$ cat src/rtl/flappy_pkg.sv
// Shared types and screen geometry for the Flappy Bird game controller and renderer.
package flappy_pkg;

    typedef enum logic [1:0] {
        IDLE  = 2'd0,
        PLAY  = 2'd1,
        DYING = 2'd2,
        OVER  = 2'd3
    } game_state_t;

    localparam int GROUND_Y = 440;
    localparam int BIRD_H   = 24;
    localparam int BIRD_X   = 160;
    localparam int SCREEN_W = 640;
    localparam int SCREEN_H = 480;

    // Lowest legal bird top row; the bird rests here when it hits the ground.
    localparam int BIRD_FLOOR = GROUND_Y - BIRD_H;

endpackage

$ cat src/rtl/flappy_game_ctrl_if.sv
// Game controller <-> datapath signals; master drives frame/flap/pipe inputs, slave is the controller.
interface flappy_game_ctrl_if;
    import flappy_pkg::*;

    logic        vsync;
    logic        flap_req;
    logic        collision;
    logic        pipe_passed;
    logic [9:0]  bird_y;
    game_state_t game_state;
    logic        scroll_en;
    logic [15:0] score;
    logic        frame_tick;

    modport master (
        output vsync, flap_req, collision, pipe_passed,
        input  bird_y, game_state, scroll_en, score, frame_tick
    );

    modport slave (
        input  vsync, flap_req, collision, pipe_passed,
        output bird_y, game_state, scroll_en, score, frame_tick
    );

endinterface

$ cat src/rtl/flappy_physics.sv
// Combinational one-frame bird update: velocity with flap/gravity/cap, position with top clamp and ground flag.
module flappy_physics
    import flappy_pkg::*;
#(
    parameter int GRAVITY  = 1,
    parameter int FLAP_VEL = -8,
    parameter int MAX_FALL = 10
) (
    input  logic              [9:0] birdY_i,
    input  logic signed       [7:0] vel_i,
    input  logic                    flap_i,
    output logic              [9:0] birdY_o,
    output logic signed       [7:0] vel_o,
    output logic                    ground_o
);

    localparam logic signed [11:0] FLOOR_S    = 12'(BIRD_FLOOR);
    localparam logic signed [8:0]  MAX_FALL_S = 9'(MAX_FALL);

    logic signed [8:0]  velSum;
    logic signed [7:0]  velNext;
    logic signed [11:0] yNext;

    // Velocity sum is one bit wider so gravity cannot wrap before the cap is applied.
    always_comb begin
        velSum = {vel_i[7], vel_i} + 9'(GRAVITY);
        if (flap_i) begin
            velNext = 8'(FLAP_VEL);
        end else if (velSum > MAX_FALL_S) begin
            velNext = 8'(MAX_FALL);
        end else begin
            velNext = velSum[7:0];
        end

        yNext    = {2'b00, birdY_i} + {{4{velNext[7]}}, velNext};
        birdY_o  = yNext[9:0];
        vel_o    = velNext;
        ground_o = 1'b0;
        if (yNext < 12'sd0) begin
            birdY_o = '0;
            vel_o   = '0;
        end else if (yNext >= FLOOR_S) begin
            birdY_o  = FLOOR_S[9:0];
            ground_o = 1'b1;
        end
    end

endmodule

$ cat src/rtl/flappy_game_ctrl.sv
// Flappy Bird game sequencer: VSYNC frame tick, IDLE/PLAY/DYING/OVER FSM, bird physics and score.
// Optional macro AUTO_FLAP_EN adds a self-flapping frame counter for bring-up without software.
module flappy_game_ctrl
    import flappy_pkg::*;
#(
    parameter int START_Y        = 240,
    parameter int GRAVITY        = 1,
    parameter int FLAP_VEL       = -8,
    parameter int MAX_FALL       = 10,
    parameter int HOLDOFF_FRAMES = 30
`ifdef AUTO_FLAP_EN
    ,
    parameter int AUTO_FLAP_FRAMES = 40
`endif
) (
    input logic               clk,
    input logic               reset_n,
    flappy_game_ctrl_if.slave bus
);

    localparam logic [9:0] START_Y_V    = 10'(START_Y);
    localparam logic [7:0] HOLDOFF_INIT = 8'(HOLDOFF_FRAMES);

    logic               vsync_q,     vsync_d;
    logic               frameTick_q, frameTick_d;
    logic               flapLatch_q, flapLatch_d;
    game_state_t        state_q,     state_d;
    logic        [9:0]  birdY_q,     birdY_d;
    logic signed [7:0]  vel_q,       vel_d;
    logic        [15:0] score_q,     score_d;
    logic        [7:0]  holdoff_q,   holdoff_d;
    logic               scrollEn_q,  scrollEn_d;
`ifdef AUTO_FLAP_EN
    localparam logic [15:0] AUTO_LAST = 16'(AUTO_FLAP_FRAMES - 1);
    logic        [15:0] autoCnt_q,   autoCnt_d;
`endif

    logic               flapEff;
    logic               physFlap;
    logic        [9:0]  physY;
    logic signed [7:0]  physVel;
    logic               physGround;

    // A flap request arriving on the tick cycle is consumed by that same tick.
    assign flapEff  = flapLatch_q | bus.flap_req;
    assign physFlap = (state_q == IDLE) | ((state_q == PLAY) & flapEff);

    flappy_physics #(
        .GRAVITY  (GRAVITY),
        .FLAP_VEL (FLAP_VEL),
        .MAX_FALL (MAX_FALL)
    ) u_physics (
        .birdY_i  (birdY_q),
        .vel_i    (vel_q),
        .flap_i   (physFlap),
        .birdY_o  (physY),
        .vel_o    (physVel),
        .ground_o (physGround)
    );

    always_comb begin
        vsync_d     = bus.vsync;
        frameTick_d = bus.vsync & ~vsync_q;
        flapLatch_d = frameTick_q ? 1'b0 : (flapLatch_q | bus.flap_req);
        state_d     = state_q;
        birdY_d     = birdY_q;
        vel_d       = vel_q;
        score_d     = score_q;
        holdoff_d   = holdoff_q;

        if ((state_q == PLAY) && bus.pipe_passed && (score_q != 16'hFFFF)) begin
            score_d = score_q + 16'd1;
        end

        if (frameTick_q) begin
            unique case (state_q)
                IDLE: begin
                    if (flapEff) begin
                        state_d = PLAY;
                        score_d = '0;
                        birdY_d = physY;
                        vel_d   = physVel;
                    end
                end
                PLAY, DYING: begin
                    birdY_d = physY;
                    vel_d   = physVel;
                    if (physGround) begin
                        state_d   = OVER;
                        vel_d     = '0;
                        holdoff_d = HOLDOFF_INIT;
                    end else if ((state_q == PLAY) && bus.collision) begin
                        state_d = DYING;
                    end
                end
                OVER: begin
                    if (holdoff_q != 8'd0) begin
                        holdoff_d = holdoff_q - 8'd1;
                    end else if (flapEff) begin
                        state_d = IDLE;
                        birdY_d = START_Y_V;
                        vel_d   = '0;
                    end
                end
            endcase
        end

`ifdef AUTO_FLAP_EN
        // Self-set the latch on the tick so the following tick sees a flap.
        autoCnt_d = autoCnt_q;
        if (frameTick_q && ((state_q == IDLE) || (state_q == PLAY))) begin
            if (autoCnt_q == AUTO_LAST) begin
                autoCnt_d   = '0;
                flapLatch_d = 1'b1;
            end else begin
                autoCnt_d = autoCnt_q + 16'd1;
            end
        end
        if ((state_d == IDLE) && (state_q != IDLE)) begin
            autoCnt_d = '0;
        end
`endif

        scrollEn_d = (state_d == PLAY);
    end

    // vsync_q resets high so a VSYNC already high at release is not taken as a new frame.
    always_ff @(posedge clk or negedge reset_n) begin
        if (!reset_n) begin
            vsync_q     <= 1'b1;
            frameTick_q <= 1'b0;
            flapLatch_q <= 1'b0;
            state_q     <= IDLE;
            birdY_q     <= START_Y_V;
            vel_q       <= '0;
            score_q     <= '0;
            holdoff_q   <= '0;
            scrollEn_q  <= 1'b0;
`ifdef AUTO_FLAP_EN
            autoCnt_q   <= '0;
`endif
        end else begin
            vsync_q     <= vsync_d;
            frameTick_q <= frameTick_d;
            flapLatch_q <= flapLatch_d;
            state_q     <= state_d;
            birdY_q     <= birdY_d;
            vel_q       <= vel_d;
            score_q     <= score_d;
            holdoff_q   <= holdoff_d;
            scrollEn_q  <= scrollEn_d;
`ifdef AUTO_FLAP_EN
            autoCnt_q   <= autoCnt_d;
`endif
        end
    end

    assign bus.bird_y     = birdY_q;
    assign bus.game_state = state_q;
    assign bus.scroll_en  = scrollEn_q;
    assign bus.score      = score_q;
    assign bus.frame_tick = frameTick_q;

endmodule
$ cat src/flat_wrapper.sv
// flat-port wrapper written by rule: the top's interface ports become plain ports
module flappy_game_ctrl_flat import flappy_pkg::*;
#(
    parameter int START_Y        = 240,
    parameter int GRAVITY        = 1,
    parameter int FLAP_VEL       = -8,
    parameter int MAX_FALL       = 10,
    parameter int HOLDOFF_FRAMES = 30

)
  (clk, reset_n, bus_vsync, bus_flap_req, bus_collision, bus_pipe_passed, bus_bird_y, bus_game_state, bus_scroll_en, bus_score, bus_frame_tick);
  flappy_game_ctrl_if bus_i ();
  input logic clk;
  input logic reset_n;
  input wire logic [$bits(bus_i.vsync)-1:0] bus_vsync;
  input wire logic [$bits(bus_i.flap_req)-1:0] bus_flap_req;
  input wire logic [$bits(bus_i.collision)-1:0] bus_collision;
  input wire logic [$bits(bus_i.pipe_passed)-1:0] bus_pipe_passed;
  output wire logic [$bits(bus_i.bird_y)-1:0] bus_bird_y;
  output wire logic [$bits(bus_i.game_state)-1:0] bus_game_state;
  output wire logic [$bits(bus_i.scroll_en)-1:0] bus_scroll_en;
  output wire logic [$bits(bus_i.score)-1:0] bus_score;
  output wire logic [$bits(bus_i.frame_tick)-1:0] bus_frame_tick;
  assign bus_i.vsync = bus_vsync;
  assign bus_i.flap_req = bus_flap_req;
  assign bus_i.collision = bus_collision;
  assign bus_i.pipe_passed = bus_pipe_passed;
  assign bus_bird_y = bus_i.bird_y;
  assign bus_game_state = bus_i.game_state;
  assign bus_scroll_en = bus_i.scroll_en;
  assign bus_score = bus_i.score;
  assign bus_frame_tick = bus_i.frame_tick;
  flappy_game_ctrl #(.START_Y(START_Y), .GRAVITY(GRAVITY), .FLAP_VEL(FLAP_VEL), .MAX_FALL(MAX_FALL), .HOLDOFF_FRAMES(HOLDOFF_FRAMES)) u_core (.clk(clk), .reset_n(reset_n), .bus(bus_i));
endmodule
$ cat config.mk
export PLATFORM = sky130hd
export DESIGN_NAME = flappy_game_ctrl_flat
export DESIGN_NICKNAME = d
export VERILOG_FILES = /design/src/rtl/flappy_pkg.sv /design/src/rtl/flappy_game_ctrl_if.sv /design/src/rtl/flappy_physics.sv /design/src/rtl/flappy_game_ctrl.sv /design/src/flat_wrapper.sv
export SDC_FILE = /design/constraint.sdc
export NUM_CORES = 1
export LEC_CHECK = 0
export CAP_MARGIN = 15
export CELL_PAD_IN_SITES_DETAIL_PLACEMENT = 0
export CELL_PAD_IN_SITES_GLOBAL_PLACEMENT = 2
export CORE_ASPECT_RATIO = 0.7
export CORE_MARGIN = 5
export CORE_UTILIZATION = 35
export CTS_CLUSTER_SIZE = 24
export DETAILED_ROUTE_END_ITERATION = 8
export PLACE_DENSITY_LB_ADDON = 0.3
export SKIP_CTS_REPAIR_TIMING = 1
export SLEW_MARGIN = 0
export SYNTH_ARGS = -nofsm -noshare
export SYNTH_HDL_FRONTEND = slang
export SYNTH_HIERARCHICAL = 1
export SYNTH_SLANG_ARGS = --single-unit
$ cat constraint.sdc
create_clock -name clk -period 8.55 [get_ports clk]
set_clock_uncertainty 0.2 [all_clocks]
set_input_delay 1.71 -clock clk [delete_from_list [all_inputs] [get_ports clk]]
set_output_delay 1.71 -clock clk [all_outputs]
set_load 0.01 [all_outputs]
; ---- Word-level counts from Yosys, hierarchy flattened
; Index checks and enable logic that the tools add are counted.
[word_totals]
ff_bits = 48
in_bits = 6
word_cells = 71
[classes]
add_sub_neg = 4
order_cmp = 3
eq_ne = 10
muxes = 31
bitwise_logic = 5
reduce_logical = 9
[op_table]
columns = operator, n
row1 = 8-bit 2-to-1 mux, 9
row2 = 16-bit 2-to-1 mux, 4
row3 = 10-bit 2-to-1 mux, 5
row4 = 10-bit one-hot mux with 3 select lines, 1
row5 = 8-bit one-hot mux with 3 select lines, 1
row6 = "16-bit by 1-bit adder with 16-bit output, second input constant", 1
row7 = "16-bit != test, second input constant", 1
row8 = 8-bit one-hot mux with 2 select lines, 1
row9 = 11-bit by 8-bit adder with 12-bit output, 1
row10 = "12-bit by 10-bit greater-or-equal comparator with 1-bit output, second input constant", 1
row11 = "12-bit by 1-bit less-than comparator with 1-bit output, second input constant", 1
row12 = 2-bit 2-to-1 mux, 6
row13 = "8-bit by 2-bit adder with 9-bit output, second input constant", 1
row14 = "9-bit by 5-bit > comparator with 1-bit output, second input constant", 1
row15 = "2-bit by 1-bit != test with 1-bit output, second input constant", 4
row16 = 4-bit AND reduction, 2
row17 = 8-bit nonzero test, 1
row18 = "8-bit by 1-bit subtractor with 8-bit output, second input constant", 1
row19 = 2-bit one-hot mux with 3 select lines, 1
row20 = "2-bit by 1-bit == test with 1-bit output, second input constant", 2
row21 = "2-bit == test, second input constant", 2
row22 = 1-bit logical AND, 3
row23 = 1-bit 2-to-1 mux, 3
row24 = 1-bit bitwise AND, 2
row25 = other kinds (6), 7

; ---- Depth between registers and ports, before layout
; Gate-level depths: netlist of the first run.
[depth]
word_depth = 12
mapped_depth = 22
ltp_nobuf = 22

; ---- Cells and area by module
; Netlist of the first run, hierarchy kept.
[modules_own_cells]
columns = mod, n_inst, cells_each, area_per_inst_um2, seq_area_each_um2
row1 = flappy_game_ctrl, 1, 239, 2393.5, 1207.4
row2 = flappy_physics, 1, 145, 1094.8, 0.0

; ---- Worst setup path after synthesis of the first run
; No wires, ideal clock.
[synth_timing]
kind = input -> register
start = in bus_flap_req
end = reg u_core.holdoff_q[4]
setup_ns = 0.120
arrival_ns = 5.391
required_ns = 8.230
path_slack_ns = 2.839
path_stages = 19
cell_sequence = or2_1 a21o_1 clkbuf_8 a21o_1 a31oi_1 ha_1 a21o_1 and4_4 o311ai_0 nand2_1 a21o_1 ha_1 inv_1 o21a_1 or2b_1 o2111ai_1 nor4_1 xnor2_1 nand2_1
[synth_between]
elab_chain_cells = 10
[synth_rtl]
columns = element, line_no
row1 = "start, declared", flat_wrapper.sv:16  ; input wire logic [$bits(bus_i.flap_req)-1:0] bus_flap_req;
row2 = 1-bit OR (*), flappy_game_ctrl.sv:45  ; assign flapEff = flapLatch_q | bus.flap_req;
row3 = 1-bit bitwise AND (*), flappy_game_ctrl.sv:46  ; assign physFlap = (state_q == IDLE) | ((state_q == PLAY) & flapEff);
row4 = 1-bit OR (*), flappy_game_ctrl.sv:46
row5 = named net u_core.physFlap, flappy_game_ctrl.sv:39  ; logic physFlap;
row6 = 8-bit 2-to-1 mux (*), flappy_physics.sv:27  ; if (flap_i) begin
row7 = 11-bit by 8-bit adder with 12-bit output (*), flappy_physics.sv:35  ; yNext = {2'b00, birdY_i} + {{4{velNext[7]}}, velNext};
row8 = 12-bit by 10-bit greater-or-equal comparator with 1-bit output, flappy_physics.sv:42  ; end else if (yNext >= FLOOR_S) begin
row9 = 1-bit 2-to-1 mux, flappy_physics.sv:42
row10 = 1-bit 2-to-1 mux (*), flappy_physics.sv:39  ; if (yNext < 12'sd0) begin
row11 = named net u_core.physGround, flappy_game_ctrl.sv:42  ; logic physGround;
row12 = 2-bit by 1-bit != test with 1-bit output (no line) (*), --
row13 = 4-bit AND reduction (no line) (*), --
row14 = "end signal, assigned", flappy_game_ctrl.sv:150  ; holdoff_q <= holdoff_d;
row15 = "end, declared", flappy_game_ctrl.sv:31  ; logic [7:0] holdoff_q, holdoff_d;
; The timed path passes the listed nets; every way through them passes the cells marked *.
; A chain may end at the register's enable or synchronous reset.

; ---- Final worst setup path of the first run
; Ends and elaborated chain as after synthesis.

==> metrics.txt, run 1 <==
DRT Pass-1 Iters=4; critical path type=in -> reg; CTS buffer count=5; Synth Flop Type=dfrtp_1; Crit path required time=8.53 ns; largest net degree at the start of global routing=49; VDD IR max=0.284 mV; max cap viols=0; Die Wd=129 µm; Cells after Synth=384; ant diodes=0; Final Total Pwr=1.71 mW; worst reg-to-reg path cell count=20; Post-DP HPWL=6480 µm; CTS tree=done; Slew @ Worst Pin=0.916 ns; Synth top cells by count=dfrtp_1 (43), nand2_1 (43), nor2_1 (22); syn nets=411; first-pass GRT wire length=14,300 µm; sequential fraction of the synthesis area=34.6%; final max-slew violation count=0; warning count from the yosys run=6; Core Area=9720 µm²; worst setup margin=1.91 ns; layout cells sized above 1=8.50%; DRC viols=0; hold depth=1; drt initial violations=159; most used cell, CP=a21o_1; Synth async-reset ratio=100%; hold_ws=0.293 ns; area grow syn2layout=16.5%; Post-Syn Area=3490 µm²; Yosys top cell area share=30.8%; library cells used by synthesis=71; WL/cell=16.1 µm; final worst path period need=6.64 ns; total track usage=14.8%; fmax=0.151 GHz; Crit Path Max Fanout=13; Slew headroom=38.5%; total congestion overflow=0; nets=438; # clock sinks=48; Die ar.=12,100 µm²; crit start category=input pin; worst min path class=reg -> reg; EDFF count, synth=0; final core occ=41.8%; worst stage delay on the critical path=0.55 ns; DP Area=3900 µm²; Fillers=963; H-Tree Depth=2; antenna violations before repair=0; Synth Register Bits=48; endpoint class of the critical path=flip-flop; PwrDens=420 nW/µm²; pre-CTS WS=1.67 ns; Routed Antenna Nets=0; Setup Total Neg Slack=0 ns; I/O Buffers=35; Tcrit/Tclk final=77.6%; syn_area_per_cell=9.08 µm²; final setup fails=0; Static Leak=1.71 nW; CTS root buffer=clkbuf_16; gp weighted congestion=0.815; vias in the first global route=2,747; CP Cell Sequence=clkdlybuf4s50_1 > or2_1 > a21o_1 > a21o_1 > a31oi_1 > ha_1 > a21o_1 > and4_4 > o311ai_0 > nand2_1 > a21o_1 > ha_1 > inv_1 > o21a_1 > or2b_1 > o2111ai_1 > nor4_1 > xnor2_1 > nand2_1; Starting Density=35.9%; Final Instance Area=4060 µm²; status=finished, final reports clean; drt total wl=8700 µm; Placed Cells=532; Clk Latency, worst-skew pair=0.29 ns; CTS Buffer Depth=2; Die Y=93.5 µm; # rows=30; clock-pin slew on the worst setup and hold paths=0.07 ns; largest cells by area after synthesis=dfrtp_1 (31%), ha_1 (7.2%), nand2_1 (4.6%); DR vias=2,919; Final Instance Count excl. Fillers=540; largest area contributor in the netlist=dfrtp_1; Via density=5.41; IO Pins=36; RSZ-0062 raised after global routing=false; Crit path arrival time=6.62 ns; Worst path slowest cell=o311ai_0; Hold Vio Cnt, Final=0
kinds of logic (layout without fill, tap and decap cells):
family,after synthesis,in the layout,synth area share [%]
AO/OA/AOI/OAI,102,102,21.5
multiplexers,1,1,0.323
XOR/XNOR,25,25,6.28
buffers and inverters,30,58,4.45
other,1,1,0.108
adder cells (fa/ha/maj),21,21,7.75
AND/OR/NAND/NOR,156,156,25.0
flip-flops,48,48,34.6
area by class of cell:
| cell class | count | area [µm²] | area share [%] |
|---|---|---|---|
| Inverter | 14 | 52.6 | 1.29 |
| Timing Repair Buffer | 36 | 353 | 8.68 |
| Multi-Input combinational cell | 306 | 2130 | 52.3 |
| Clock inverter | 2 | 35.0 | 0.862 |
| Tap cell | 128 | 160 | 3.94 |
| Clock buffer | 6 | 129 | 3.17 |
| Sequential cell | 48 | 1210 | 29.7 |
sequential cells by signal, summed over array words and instances, names as in the netlist:
| register | cells |
|---|---|
| u_core/holdoff_q | 8 |
| u_core/bus.bird_y | 10 |
| u_core/bus.scroll_en | 1 |
| u_core/vsync_q | 1 |
| u_core/bus.game_state | 2 |
| u_core/flapLatch_q | 1 |
| u_core/bus.score | 16 |
| u_core/vel_q | 8 |
| u_core/bus.frame_tick | 1 |
routing by layer:
layer / track usage, % / up-vias / share of wire [%]
li1: - / 1474 / -
met1: 23.0 / 1386 / 54
met2: 20.9 / 51 / 41
met5: 0 / - / 0
met3: 2.74 / 8 / 4.1
met4: 3.41 / 0 / 0.86
critical path: cells and delay by family:
kind / cells / cell delay (ns)
xor gates and xnor gates: 1 / 0.16
buffers and inverters: 2 / 0.70
AOI/OAI and AO/OA: 8 / 2.11
and+or+nand+nor: 6 / 1.17
adders and majority gates: 2 / 0.75
power breakdown:
group	internal (mW)	switching [mW]
Clock	0.138	0.0854
Sequential	0.299	0.0836
Combinational	0.449	0.654
Total	0.885	0.823
placed cells by master, fill, tap and decap left out, types with 11 or more instances in the layout:
| master | count |
|---|---|
| a21oi_1 | 21 |
| inv_1 | 14 |
| o21ai_0 | 11 |
| ha_1 | 20 |
| dfrtp_1 | 43 |
| nand2_1 | 43 |
| xor2_1 | 12 |
| clkdlybuf4s50_1 | 34 |
| nor2_1 | 22 |
| xnor2_1 | 13 |
| nand3_1 | 20 |
worst paths after layout:
kind,from,to,slack [ns]
setup reg to reg,u_core/vel_q[0],u_core/holdoff_q[4],2.59
hold reg to reg,u_core/vsync_q,u_core/bus.frame_tick,0.29
hold / removal,u_core/vsync_q,u_core/bus.frame_tick,0.29
min in group asynchronous,reset_n,u_core/bus.score[1],1.31
max in group asynchronous,reset_n,u_core/bus.game_state[0],6.38
setup / recovery,bus_flap_req,u_core/holdoff_q[4],1.91
Power figures use the tool's default switching activity.
==> run 2: changes to the inputs <==
Settings changed: CORE_UTILIZATION 35 to 32.
Clock period 8.55 ns to 5.5 ns, I/O delays scaled along.
==> metrics.txt, run 2 (synthesis results as in run 1) <==
status=finished, final reports clean; crit start category=input pin; Hold Vio Cnt, Final=0; RSZ-0062 raised after global routing=true; Slew @ Worst Pin=0.959 ns; worst min path class=reg -> reg; Clk Latency, worst-skew pair=0.29 ns; Post-DP HPWL=6850 µm; # rows=31; Core Area=10,500 µm²; first-pass GRT wire length=15,200 µm; final max-slew violation count=0; DRT Pass-1 Iters=4; # clock sinks=48; total congestion overflow=0; IO Pins=36; Worst R2R Setup Slack=0.35 ns; final worst path period need=5.22 ns; CTS tree=done; most used cell, CP=nor3_1; Tcrit/Tclk final=94.9%; max FFs per register=16; gp weighted congestion=0.871; endpoint class of the critical path=flip-flop; Crit path arrival time=5.20 ns; area grow syn2layout=22.8%; nets=461; Die Y=97.4 µm; DRC viols=0; hold depth=1; Crit Path Max Fanout=7; max cap viols=0; Crit path required time=5.48 ns; drt total wl=9190 µm; Final Instance Count excl. Fillers=583; total track usage=14.2%; CP delay by family, top=compound AO/OA/AOI/OAI gates; hold_ws=0.293 ns; vias in the first global route=2,833; WL/cell=15.8 µm; Starting Density=33.2%; Worst R2R End=u_core/holdoff_q[3]; worst reg-to-reg path cell count=20; H-Tree Depth=2; leading cell types in the layout, fill and taps excluded=nand2_1 (43), dfrtp_1 (43), clkdlybuf4s50_1 (34); Fillers=1,064; CP Cell Sequence=clkdlybuf4s50_1 > or2_1 > a21o_1 > buf_4 > nor3_1 > ha_1 > fa_1 > a211oi_2 > o21ai_2 > a311oi_2 > xor2_1 > o2bb2a_4 > o21a_1 > or2b_1 > o2111ai_1 > nor3_1 > xnor2_1 > nand2_1; ant diodes=0; CTS root buffer=clkbuf_16; Slew headroom=35.6%; worst stage delay on the critical path=0.52 ns; Worst path slowest cell=clkdlybuf4s50_1; Worst Hold Endpoint=u_core/bus.frame_tick; Die Wd=135 µm; fmax=0.192 GHz; DR vias=3,046; worst hold start=u_core/vsync_q; r2r startpoint=u_core/vel_q[0]; Via density=5.22; CTS Buffer Depth=2; final setup fails=0; largest net degree at the start of global routing=49; Routed Antenna Nets=0; antenna violations before repair=0; layout cells sized above 1=15.2%; VDD IR max=0.418 mV; drt initial violations=213; Placed Cells=575; PwrDens=688 nW/µm²; Die ar.=13,100 µm²; Static Leak=1.80 nW; CTS buffer count=5; critical path type=in -> reg; Crit path buffers/inverters=2; final core occ=40.8%; clock-pin slew on the worst setup and hold paths=0.07 ns; I/O Buffers=35
==> run 2: worst max-delay path by stage <==
stage,startpoint,to,slack (ns),cells after the start
6_report,bus_flap_req,u_core/holdoff_q[3],0.28,18
3_3_place_gp,bus_flap_req,u_core/holdoff_q[4],0.03,18
3_5_place_dp,bus_flap_req,u_core/holdoff_q[6],-0.13,18
5_1_grt,u_core/vel_q[0],u_core/holdoff_q[5],-0.04,20
2_1_floorplan,bus_flap_req,u_core/holdoff_q[4],0.40,19
4_1_cts,u_core/vel_q[0],u_core/holdoff_q[6],0.14,20
==> run 2: metal layers <==
| layer | global-route usage, % | share of wire (%) | up-vias |
|---|---|---|---|
| li1 | - | - | 1520 |
| met1 | 22.8 | 56 | 1479 |
| met2 | 19.2 | 40 | 45 |
| met3 | 3.11 | 3.7 | 2 |
| met4 | 2.58 | 0.33 | 0 |
| met5 | 0 | 0 | - |
==> run 2: layout make-up <==
class                           instances  area [µm²]  share of cell area [%]
Clock buffer                            6         139                    3.24
Clock inverter                          2        15.0                   0.350
Inverter                               14        52.6                    1.23
Multi-Input combinational cell        306        2160                    50.4
Sequential cell                        48        1210                    28.2
Tap cell                              148         185                    4.32
Timing Repair Buffer                   59         526                    12.3
==> run 2: per-stage QoR <==
| stage | total power [mW] | setup slack (ns) | cell area, µm² | TNS [ns] |
|---|---|---|---|---|
| floorplan | 1.90 | 0.399 | 3490 | 0 |
| finish | 2.95 | 0.280 | 4280 | 0 |
| global route | 3.20 | -0.0384 | 4280 | -0.0601 |
| detailed placement | 2.59 | -0.127 | 4100 | -0.417 |
| CTS | 2.92 | 0.137 | 4250 | 0 |
| global placement | 2.60 | 0.0294 | 4100 | 0 |
==> run 2: worst register-to-register path: stages, from the launching register on <==
cell and delay, ns:
dfrtp_1 0.48, ha_1 0.42, nand2_1 0.10, a31oi_1 0.08, o21bai_1 0.14, o211ai_1 0.19, a21oi_2 0.33, nor3_1 0.09
ha_1 0.22, fa_1 0.42, a211oi_2 0.47, o21ai_2 0.12, a311oi_2 0.26, xor2_1 0.27, o2bb2a_4 0.20, o21a_1 0.19
or2b_1 0.30, o2111ai_1 0.22, nor3_1 0.10, xnor2_1 0.15, nand2_1 0.07
==> run 2: power by group <==
part	switching, mW	internal [mW]
sequential	0.130	0.464
clock	0.142	0.181
combinational	1.11	0.926
total	1.38	1.57
